==> config.mk <==
export PLATFORM = sky130hd
export DESIGN_NAME = regfile_write_arbiter
export DESIGN_NICKNAME = d
export VERILOG_FILES = /design/src/rtl/regfile_write_arbiter.sv
export SDC_FILE = /design/constraint.sdc
export NUM_CORES = 1
export LEC_CHECK = 0
export BUFFER_PORTS_ARGS = -buffer_cell sky130_fd_sc_hd__clkbuf_2
export CAP_MARGIN = 15
export CORE_UTILIZATION = 39
export DETAILED_ROUTE_END_ITERATION = 10
export MAX_ROUTING_LAYER = met4
export PLACE_DENSITY = 0.76
export SYNTH_ARGS = -nofsm -noshare
export SYNTH_HDL_FRONTEND = slang
export SYNTH_SLANG_ARGS = --single-unit
==> constraint.sdc <==
create_clock -name clk_i -period 1.3 [get_ports clk_i]
set_input_delay 0.065 -clock clk_i [delete_from_list [all_inputs] [get_ports clk_i]]
set_output_delay 0.065 -clock clk_i [all_outputs]
set_load 0.01 [all_outputs]
==> src/rtl/regfile_write_arbiter.sv <==
// Two-requester arbiter for the register file's single write port.
// Round-robin on ties; every grant yields one registered write/ack cycle.
module regfile_write_arbiter #(
  parameter int unsigned ADDR_W = 5,
  parameter int unsigned DATA_W = 32
) (
  input  logic              clk_i,
  input  logic              reset_i,
  input  logic              req0_i,
  input  logic [ADDR_W-1:0] addr0_i,
  input  logic [DATA_W-1:0] data0_i,
  output logic              ack0_o,
  input  logic              req1_i,
  input  logic [ADDR_W-1:0] addr1_i,
  input  logic [DATA_W-1:0] data1_i,
  output logic              ack1_o,
  output logic              wr_en_o,
  output logic [ADDR_W-1:0] wr_addr_o,
  output logic [DATA_W-1:0] wr_data_o,
  output logic              busy_o
);

  typedef enum logic {
    IDLE  = 1'b0,
    WRITE = 1'b1
  } state_e;

  state_e              state_q;
  logic                last_q;
  logic                ack0_q;
  logic                ack1_q;
  logic                wr_en_q;
  logic                busy_q;
  logic [ADDR_W-1:0]   wr_addr_q;
  logic [DATA_W-1:0]   wr_data_q;

  logic                grant0_d;
  logic                grant1_d;
  logic [ADDR_W-1:0]   addr_d;
  logic [DATA_W-1:0]   data_d;

  // last_q holds the previous winner; a tie goes to the other requester.
  always_comb begin
    grant0_d = req0_i & (~req1_i | last_q);
    grant1_d = req1_i & (~req0_i | ~last_q);
    addr_d   = grant1_d ? addr1_i : addr0_i;
    data_d   = grant1_d ? data1_i : data0_i;
  end

  always_ff @(posedge clk_i) begin
    if (reset_i) begin
      state_q   <= IDLE;
      last_q    <= 1'b1;
      ack0_q    <= 1'b0;
      ack1_q    <= 1'b0;
      wr_en_q   <= 1'b0;
      busy_q    <= 1'b0;
      wr_addr_q <= '0;
      wr_data_q <= '0;
    end else begin
      case (state_q)
        IDLE: begin
          if (grant0_d || grant1_d) begin
            state_q   <= WRITE;
            last_q    <= grant1_d;
            ack0_q    <= grant0_d;
            ack1_q    <= grant1_d;
            // Register 0 is hard-wired zero: acknowledge but suppress the write.
            wr_en_q   <= (addr_d != ADDR_W'(0));
            busy_q    <= 1'b1;
            wr_addr_q <= addr_d;
            wr_data_q <= data_d;
          end
        end
        WRITE: begin
          state_q <= IDLE;
          ack0_q  <= 1'b0;
          ack1_q  <= 1'b0;
          wr_en_q <= 1'b0;
          busy_q  <= 1'b0;
        end
        default: begin
          state_q <= IDLE;
          ack0_q  <= 1'b0;
          ack1_q  <= 1'b0;
          wr_en_q <= 1'b0;
          busy_q  <= 1'b0;
        end
      endcase
    end
  end

  assign ack0_o    = ack0_q;
  assign ack1_o    = ack1_q;
  assign wr_en_o   = wr_en_q;
  assign busy_o    = busy_q;
  assign wr_addr_o = wr_addr_q;
  assign wr_data_o = wr_data_q;

endmodule
==> results, run 1 <==
- The run finished with clean final reports.
- The total half-perimeter wirelength after legalization and detailed placement is 3860 um.
- On the worst path, the slowest cell contributes a delay of 0.31 ns.
- The worst setup path is of the reg2reg kind.
- Of the available clock period, the critical path in the final layout requires 0.921.
- The analysis attributes to cell leakage a power of 1.38 nW.
- The detailed router finished its first iteration with 53 violations.
- For this run, the register share of the synthesized area comes to 0.423.
- The net count of the finished layout is 429.
- The number of flops mapped to enable cells by yosys is 0.
- The vertical extent of the die is 74.2 um.
- The number of failing hold endpoints at the final stage came to 0.
- The number of routed nets with antenna violations is 0.
- After clock tree synthesis, the clock-pin slew on the worst setup and hold paths is 0.08 ns.
- The summed negative setup slack over all endpoints is 0 ns.
- The netlist area before placement is 2040 um2.
- Including well taps, the total number of placed cells is 411.
- Walking the worst path, the cells encountered are o21ba_4 > buf_12 > nor2_1 > a311oi_2.
- In the global route stage, overall resource usage came out at 0.191.
- Counting I/O delays and the setup requirement, the final critical path takes 1.20 ns.
- In the post-synthesis netlist, the cell with the most instances is sky130_fd_sc_hd__nand2_1.
- The floorplan has 25 rows.
- After synthesis, the most frequently instantiated cells are sky130_fd_sc_hd__nand2_1 (72), sky130_fd_sc_hd__dfxtp_1 (43), sky130_fd_sc_hd__nor2_1 (41).
- The number of global-route vias before repair is 1799.
- The post-CTS setup buffer count is 0.
- The antenna diode instance count is 0.
- The class of the tightest hold or removal check is in2reg.
- TritonCTS created 5 clock buffers.
- After detailed routing, the number of vias per cell comes to 4.87.
- The total power draw is 3.27 mW.
- After detailed routing, the average wire length per cell comes to 12.0 um.
- The final weighted congestion of routability-driven global placement is 0.796.
- Data on the critical path is required at its endpoint by 1.50 ns.
- Of the total synthesized cell area, the portion taken by AND, OR, NAND and NOR gates is 0.240.
- The insertion delay to the later sink of the worst-skew pair is 0.29 ns.
- The post-route clock skew is 0.00382 ns.
- Synthesis produced a netlist with a net count of 312.
- Setup repair after global routing left no endpoint under its margin.
- The number of max-cap violations is 0.
- The data arrival time of the worst path is 1.40 ns.
- Power spread over the standard cell area amounts to 1150 nW/um2.
- The count of input and output buffers is 118.
- The largest voltage drop on the vdd net is 0.643 mV.
- The initial antenna violation count was 0.
- For this design, the slowest cell found on the critical path is sky130_fd_sc_hd__dfxtp_1.
- The portion of synthesized area spent on multiplexers is 0.00492.
- Detailed routing inserted a total of 2041 vias.
- CTS built an H-tree with a depth of 2.
- Synthesis produced 234 cells.
- In the final layout, the share of cells above drive strength 1 is 0.472.
- Of all nets on the critical path, the largest fanout is 28.
- After synthesis, the mean cell area works out to 8.70 um2.
- The root buffer selected by CTS is sky130_fd_sc_hd__clkbuf_8.
- The signed area change from the synthesized netlist to the final layout is 40.3%.
- The number of pins exceeding their max-slew limit in the final report came to 0.
- The actual transition at the worst max-transition pin is 0.273 ns.
- Fill cells in the final layout number 490.
- The clock tree from TritonCTS is built.
- Of the total synthesized cell area, the portion taken by full adders, half adders and majority gates is 0.
- The total length of routed wires is 5020 um.
- The first TritonRoute pass finished after 4 iterations.
- Setup violations remaining at the end of the flow were counted as 0.
- The core footprint is 4880 um2.
- The count of clock tree sinks is 43.
- The relative slew slack is 0.816.
- The startpoint kind of the worst setup timing path is a flop.
- Based on the critical path, the design can be clocked at up to 835 MHz.
- The compound-gate portion of the synthesized area is 0.269.
- Entering global routing, the biggest net connects 29 pins.
- Counting flops with an async set or reset pin after synthesis yields a share of 0.
- The xor/xnor share of the synthesized area is 0.
- The synthesized design contains 43 register bits.
- The synthesized netlist contains 28 unique library cells.
- The finished layout holds 419 standard cells, fillers aside.
- The total die area is 5510 um2.
- The clock passes through at most 2 buffers.
- From left edge to right edge, the die measures 74.2 um.
- The dominant combinational cell family by area after synthesis is compound AO/OA/AOI/OAI gates.
- After global routing the overflow that remains totals 0.
- Yosys printed 0 warnings.
- Of the post-synthesis cell area, the dominant cell type holds 0.423.
- The endpoint type of the worst setup path is a flop.
- Ranked by total cell area, the synthesized netlist is headed by sky130_fd_sc_hd__dfxtp_1 (42%), sky130_fd_sc_hd__a311oi_2 (17%), sky130_fd_sc_hd__nand2_1 (13%).
- The first global-routing pass estimated 7810 um of wire.
- The most used flip-flop cell after synthesis is sky130_fd_sc_hd__dfxtp_1.
- After detailed routing, the number of remaining DRC violations is 0.
- The biggest area contributor in the post-synthesis netlist is sky130_fd_sc_hd__dfxtp_1.
- In this run the count of I/O pins placed on the die edge is 119.
- The initial utilization of the core area, before any placement, comes to 0.417.
[cell families after synthesis]
family | after synthesis
muxes | 1
and+or+nand+nor | 123
DFF | 43
buffers and inverters | 21
AOI/OAI and AO/OA | 46
[power by group]
part	total [mW]	leakage, nW	internal, mW	switching, mW
clock network	0.915	0.0515	0.485	0.430
logic	0.841	0.966	0.402	0.439
registers	1.52	0.357	1.45	0.0673
total	3.27	1.38	2.34	0.936
[layout make-up]
class                   instances  area (um2)  area share
multi-input cells             170        1050       0.368
inverters                       1        3.75     0.00131
well taps                      67        83.8      0.0293
flip-flops and latches         43         862       0.302
repair buffers                130         756       0.265
clock buffers                   8         100      0.0350
[layer usage]
| layer | vias up | routed length [um] | track usage |
|---|---|---|---|
| met5 | - | 0 | - |
| li1 | 1051 | - | - |
| met4 | 0 | 43 | 0.0440 |
| met2 | 71 | 2450 | 0.322 |
| met1 | 914 | 2250 | 0.229 |
| met3 | 5 | 281 | 0.0461 |
[metrics by stage]
stage	instance area [um2]	setup slack, ns	hold slack (ns)	util
6_report	2860	0.102	0.0136	0.585
5_1_grt	2860	0.0252	0.0107	0.585
4_1_cts	2860	0.0440	0.00243	0.585
2_1_floorplan	2040	0.0603	0.188	-
3_3_place_gp	2760	0.137	0.314	0.565
3_5_place_dp	2760	0.0636	0.320	0.565
[cells in the final DEF (no fill, tap or decap), drive strengths merged]
cell type,Yosys,layout
a21bo,1,1
a21boi,1,1
inv,1,1
or4,2,2
nor2,41,41
o31ai,1,1
and2b,1,1
clkbuf,5,126
or2b,1,1
a21oi,1,1
a311oi,36,36
nor3,3,3
mux2i,1,1
and2,1,1
nand3,1,1
a211oi,1,1
buf,15,12
a211o,1,1
dfxtp,43,43
o21ba,1,1
o21ai,2,2
o31a,1,1
nand2,72,72
nand2b,1,1
[sequential cells by signal, indices dropped and copies added, names as in the netlist]
| name | cells |
|---|---|
| ack0_o | 1 |
| ack1_o | 1 |
| busy_o | 1 |
| last_q | 1 |
| state_q | 1 |
| wr_addr_o | 5 |
| wr_data_o | 32 |
| wr_en_o | 1 |
[worst max-delay path, delay by kind of cell, from the launching register on]
family	cells	cell delay [ns]
buffers and inverters	1	0.19
AOI/OAI and AO/OA	2	0.52
DFF	1	0.31
and+or+nand+nor	1	0.07
[path summary, 6_finish.rpt]
| kind | startpoint | endpoint | slack, ns | depth (start not counted) |
|---|---|---|---|---|
| worst min register to register | busy_o$_SDFFE_PP0P_ | busy_o$_SDFFE_PP0P_ | 0.50 | 1 |
| worst min-delay path | data1_i[22] | wr_data_o[22]$_SDFFE_PP0P_ | 0.01 | 3 |
| worst max-delay path | state_q$_SDFF_PP0_ | wr_data_o[4]$_SDFFE_PP0P_ | 0.10 | 4 |
| worst max register to register | state_q$_SDFF_PP0_ | wr_data_o[4]$_SDFFE_PP0P_ | 0.10 | 4 |
[timing repair]
item	CTS	global route
endpoints found under the setup margin	0	1
hold buffers	0	0
resized for setup	0	1
(Power assumes the default switching activity.)
==> run 2: changes to the inputs <==
Settings changed: RECOVER_POWER from default to 25, REMOVE_ABC_BUFFERS from default to 1.
==> run 2 against run 1 <==
Combinational power decreased by 2%. Worst setup slack worse by 0.0080 ns. Clock skew up 0.0014 ns. First-iteration DRC count grew 5.7%. Global-route usage is 0.46 points lower. Hold slack got worse by 0.0011 ns.
==> results, run 2 (synthesized netlist as in run 1, its figures left out) <==
- The clock passes through at most 2 buffers.
- Setup violations remaining at the end of the flow were counted as 0.
- Post-CTS repair changed the size of 0 cells.
- Clock skew on the completed layout was measured at 0.00522 ns.
- The iteration count of the initial detailed-routing pass is 4.
- For this block, the routed nets add up to 5150 um of wire.
- The final weighted congestion of routability-driven global placement is 0.858.
- The path class of the tightest hold or removal check is in2reg.
- The tree is rooted in a sky130_fd_sc_hd__clkbuf_8.
- The relative contribution of the clock network to total power is 0.246.
- The analysis attributes to cell leakage a power of 1.29 nW.
- The share of layout cells above drive strength 1 is 0.410.
- In the final routed layout, each cell accounts on average for 12.4 um.
- Summing internal, switching and leakage power gives 3.11 mW.
- The post-CTS setup buffer count is 0.
- In the global route stage, overall resource usage came out at 0.186.
- The number of cell rows is 25.
- The number of global-route vias before repair is 1826.
- The count of input and output buffers is 118.
- The clock tree from TritonCTS is built.
- The setup path with the least slack is of type reg2reg.
- STA classifies the critical path endpoint as a flop.
- The minimum clock period is 1.21 ns.
- The number of nets in the final layout is 428.
- The horizontal die dimension is 74.2 um.
- In the layout the commonest cells are sky130_fd_sc_hd__clkbuf_2 (98), sky130_fd_sc_hd__nand2_1 (72), sky130_fd_sc_hd__dfxtp_1 (42).
- After the first detailed-routing iteration, the DRC count stood at 56.
- The signed area change from the synthesized netlist to the final layout is 37.2%.
- The H-tree was split into 2 levels.
- Entering global routing, the biggest net connects 41 pins.
- The data arrival time of the worst path is 1.39 ns.
- The number of failing hold endpoints at the final stage is 0.
- After detailed routing, the number of remaining DRC violations is 0.
- The final critical-path share of the clock period is 0.927.
- The clock edge transition at the registers on the reported setup and hold paths is 0.08 ns.
- 119 I/O pins were placed.
- Across all register-to-register paths, the minimum setup slack is 0.09 ns.
- The total die area is 5510 um2.
- For this design the ratio of total power to cell area is 1110 nW/um2.
- The flow ran to the end, and the final reports show no timing, DRC or antenna violations.
- The vertical extent of the die is 74.2 um.
- The worst setup path is launched from a flop.
- The largest fanout on the critical path is 31.
- The ratio of routed vias to standard cells is 4.98.
- Setup repair after global routing left no endpoint under its margin.
- The slack of the critical path is 0.0944 ns.
- The switching share of power is 0.296.
- Across the VDD grid, the largest voltage drop is 0.512 mV.
- Counting the fill cells in the layout gives 489.
- The total half-perimeter wirelength after legalization and detailed placement is 3710 um.
- The relative slew slack is 0.788.
- Across the run, the number of max-cap violations was 0.
- The share of total power dissipated in sequential elements is 0.488.
- The insertion delay to the later sink of the worst-skew pair is 0.29 ns.
- The clock buffer count from CTS is 5.
- For this configuration, the core starts out at a cell density of 0.417.
- The internal power contribution is 2.19 mW.
- The pre-CTS setup slack is 0.0324 ns.
- The total overflow left after global routing is 0.
- The routed layout has 2073 vias.
- In this run the standard cell core region covers 4880 um2.
- The first global-routing pass estimated 7640 um of wire.
- The switching power of the nets is 0.922 mW.
- The fraction of power consumed by combinational cells is 0.266.
- The count of clock tree sinks is 43.
- The post-cts hold buffer count is 0.
- The number of routed nets with antenna violations is 0.
- The number of pins exceeding their max-slew limit in the final report is 0.
- Data on the critical path is required at its endpoint by 1.49 ns.
- The antenna diode instance count is 0.
- For the pin with the worst max-slew slack, the measured transition is 0.318 ns.
- The initial antenna violation count is 0.
- The maximum frequency from static timing analysis is 829 MHz.
- Leaving out fill and tap cells, the most frequent cell in the layout is sky130_fd_sc_hd__clkbuf_2.
- The number of flip-flops in the largest register is 32.
## run 2: changes by cell type in the layout (fill, tap and decap cells not counted)
cell,delta
sky130_fd_sc_hd__clkbuf_1,+20
sky130_fd_sc_hd__clkbuf_2,-20
sky130_fd_sc_hd__buf_12,-2
sky130_fd_sc_hd__clkbuf_8,-2
sky130_fd_sc_hd__buf_4,-1
sky130_fd_sc_hd__buf_6,+1
sky130_fd_sc_hd__clkbuf_16,+1
## run 2: worst paths after layout
check,from,cells after the start,endpoint
setup / recovery,last_q$_SDFFE_PP1P_,4,wr_data_o[8]$_SDFFE_PP0P_
hold / removal,data1_i[19],3,wr_data_o[19]$_SDFFE_PP0P_
setup reg to reg,last_q$_SDFFE_PP1P_,4,wr_data_o[8]$_SDFFE_PP0P_
hold reg to reg,wr_en_o$_SDFFE_PP0P_,2,wr_en_o$_SDFFE_PP0P_
## run 2: critical path, stage by stage, from the launching register on
cell	delay [ns]
sky130_fd_sc_hd__dfxtp_2	0.37
sky130_fd_sc_hd__a21bo_2	0.18
sky130_fd_sc_hd__buf_12	0.19
sky130_fd_sc_hd__nand2_1	0.07
sky130_fd_sc_hd__a311oi_1	0.28
## run 2: per-layer routing
layer,global-route usage,part of all wire
met1,0.196,0.43
met2,0.332,0.50
met3,0.0447,0.060
met4,0.0755,0.013
met5,-,0
## run 2: layout make-up
type	count	area (um2)	share of cell area
inverter	1	3.75	0.00134
clock buffer	6	72.6	0.0260
tap	67	83.8	0.0300
timing repair buffer	129	719	0.258
multi-input combinational	170	1050	0.376
sequential	43	862	0.309
## run 2: power groups by stage
| stage | combinational, mW | sequential (mW) | clock [mW] |
|---|---|---|---|
| finish | 0.828 | 1.52 | 0.767 |
| detailed placement | 0.831 | 1.55 | 0 |
| global route | 0.912 | 1.53 | 0.843 |
| floorplan | 0.362 | 1.60 | 0 |
| global placement | 0.812 | 1.55 | 0 |
| CTS | 0.832 | 1.52 | 0.805 |
## run 2: per-stage QoR
| stage | cells | TNS, ns | instance area [um2] | hold slack, ns | util |
|---|---|---|---|---|---|
| floorplan | 214 | -19.97 | 1910 | 0.133 | - |
| global placement | 409 | 0 | 2720 | 0.315 | 0.556 |
| detailed placement | 409 | 0 | 2720 | 0.321 | 0.556 |
| CTS | 415 | 0 | 2790 | 0.00455 | 0.571 |
| global route | 416 | 0 | 2790 | 0.0161 | 0.572 |
| finish | 416 | 0 | 2790 | 0.0125 | 0.572 |
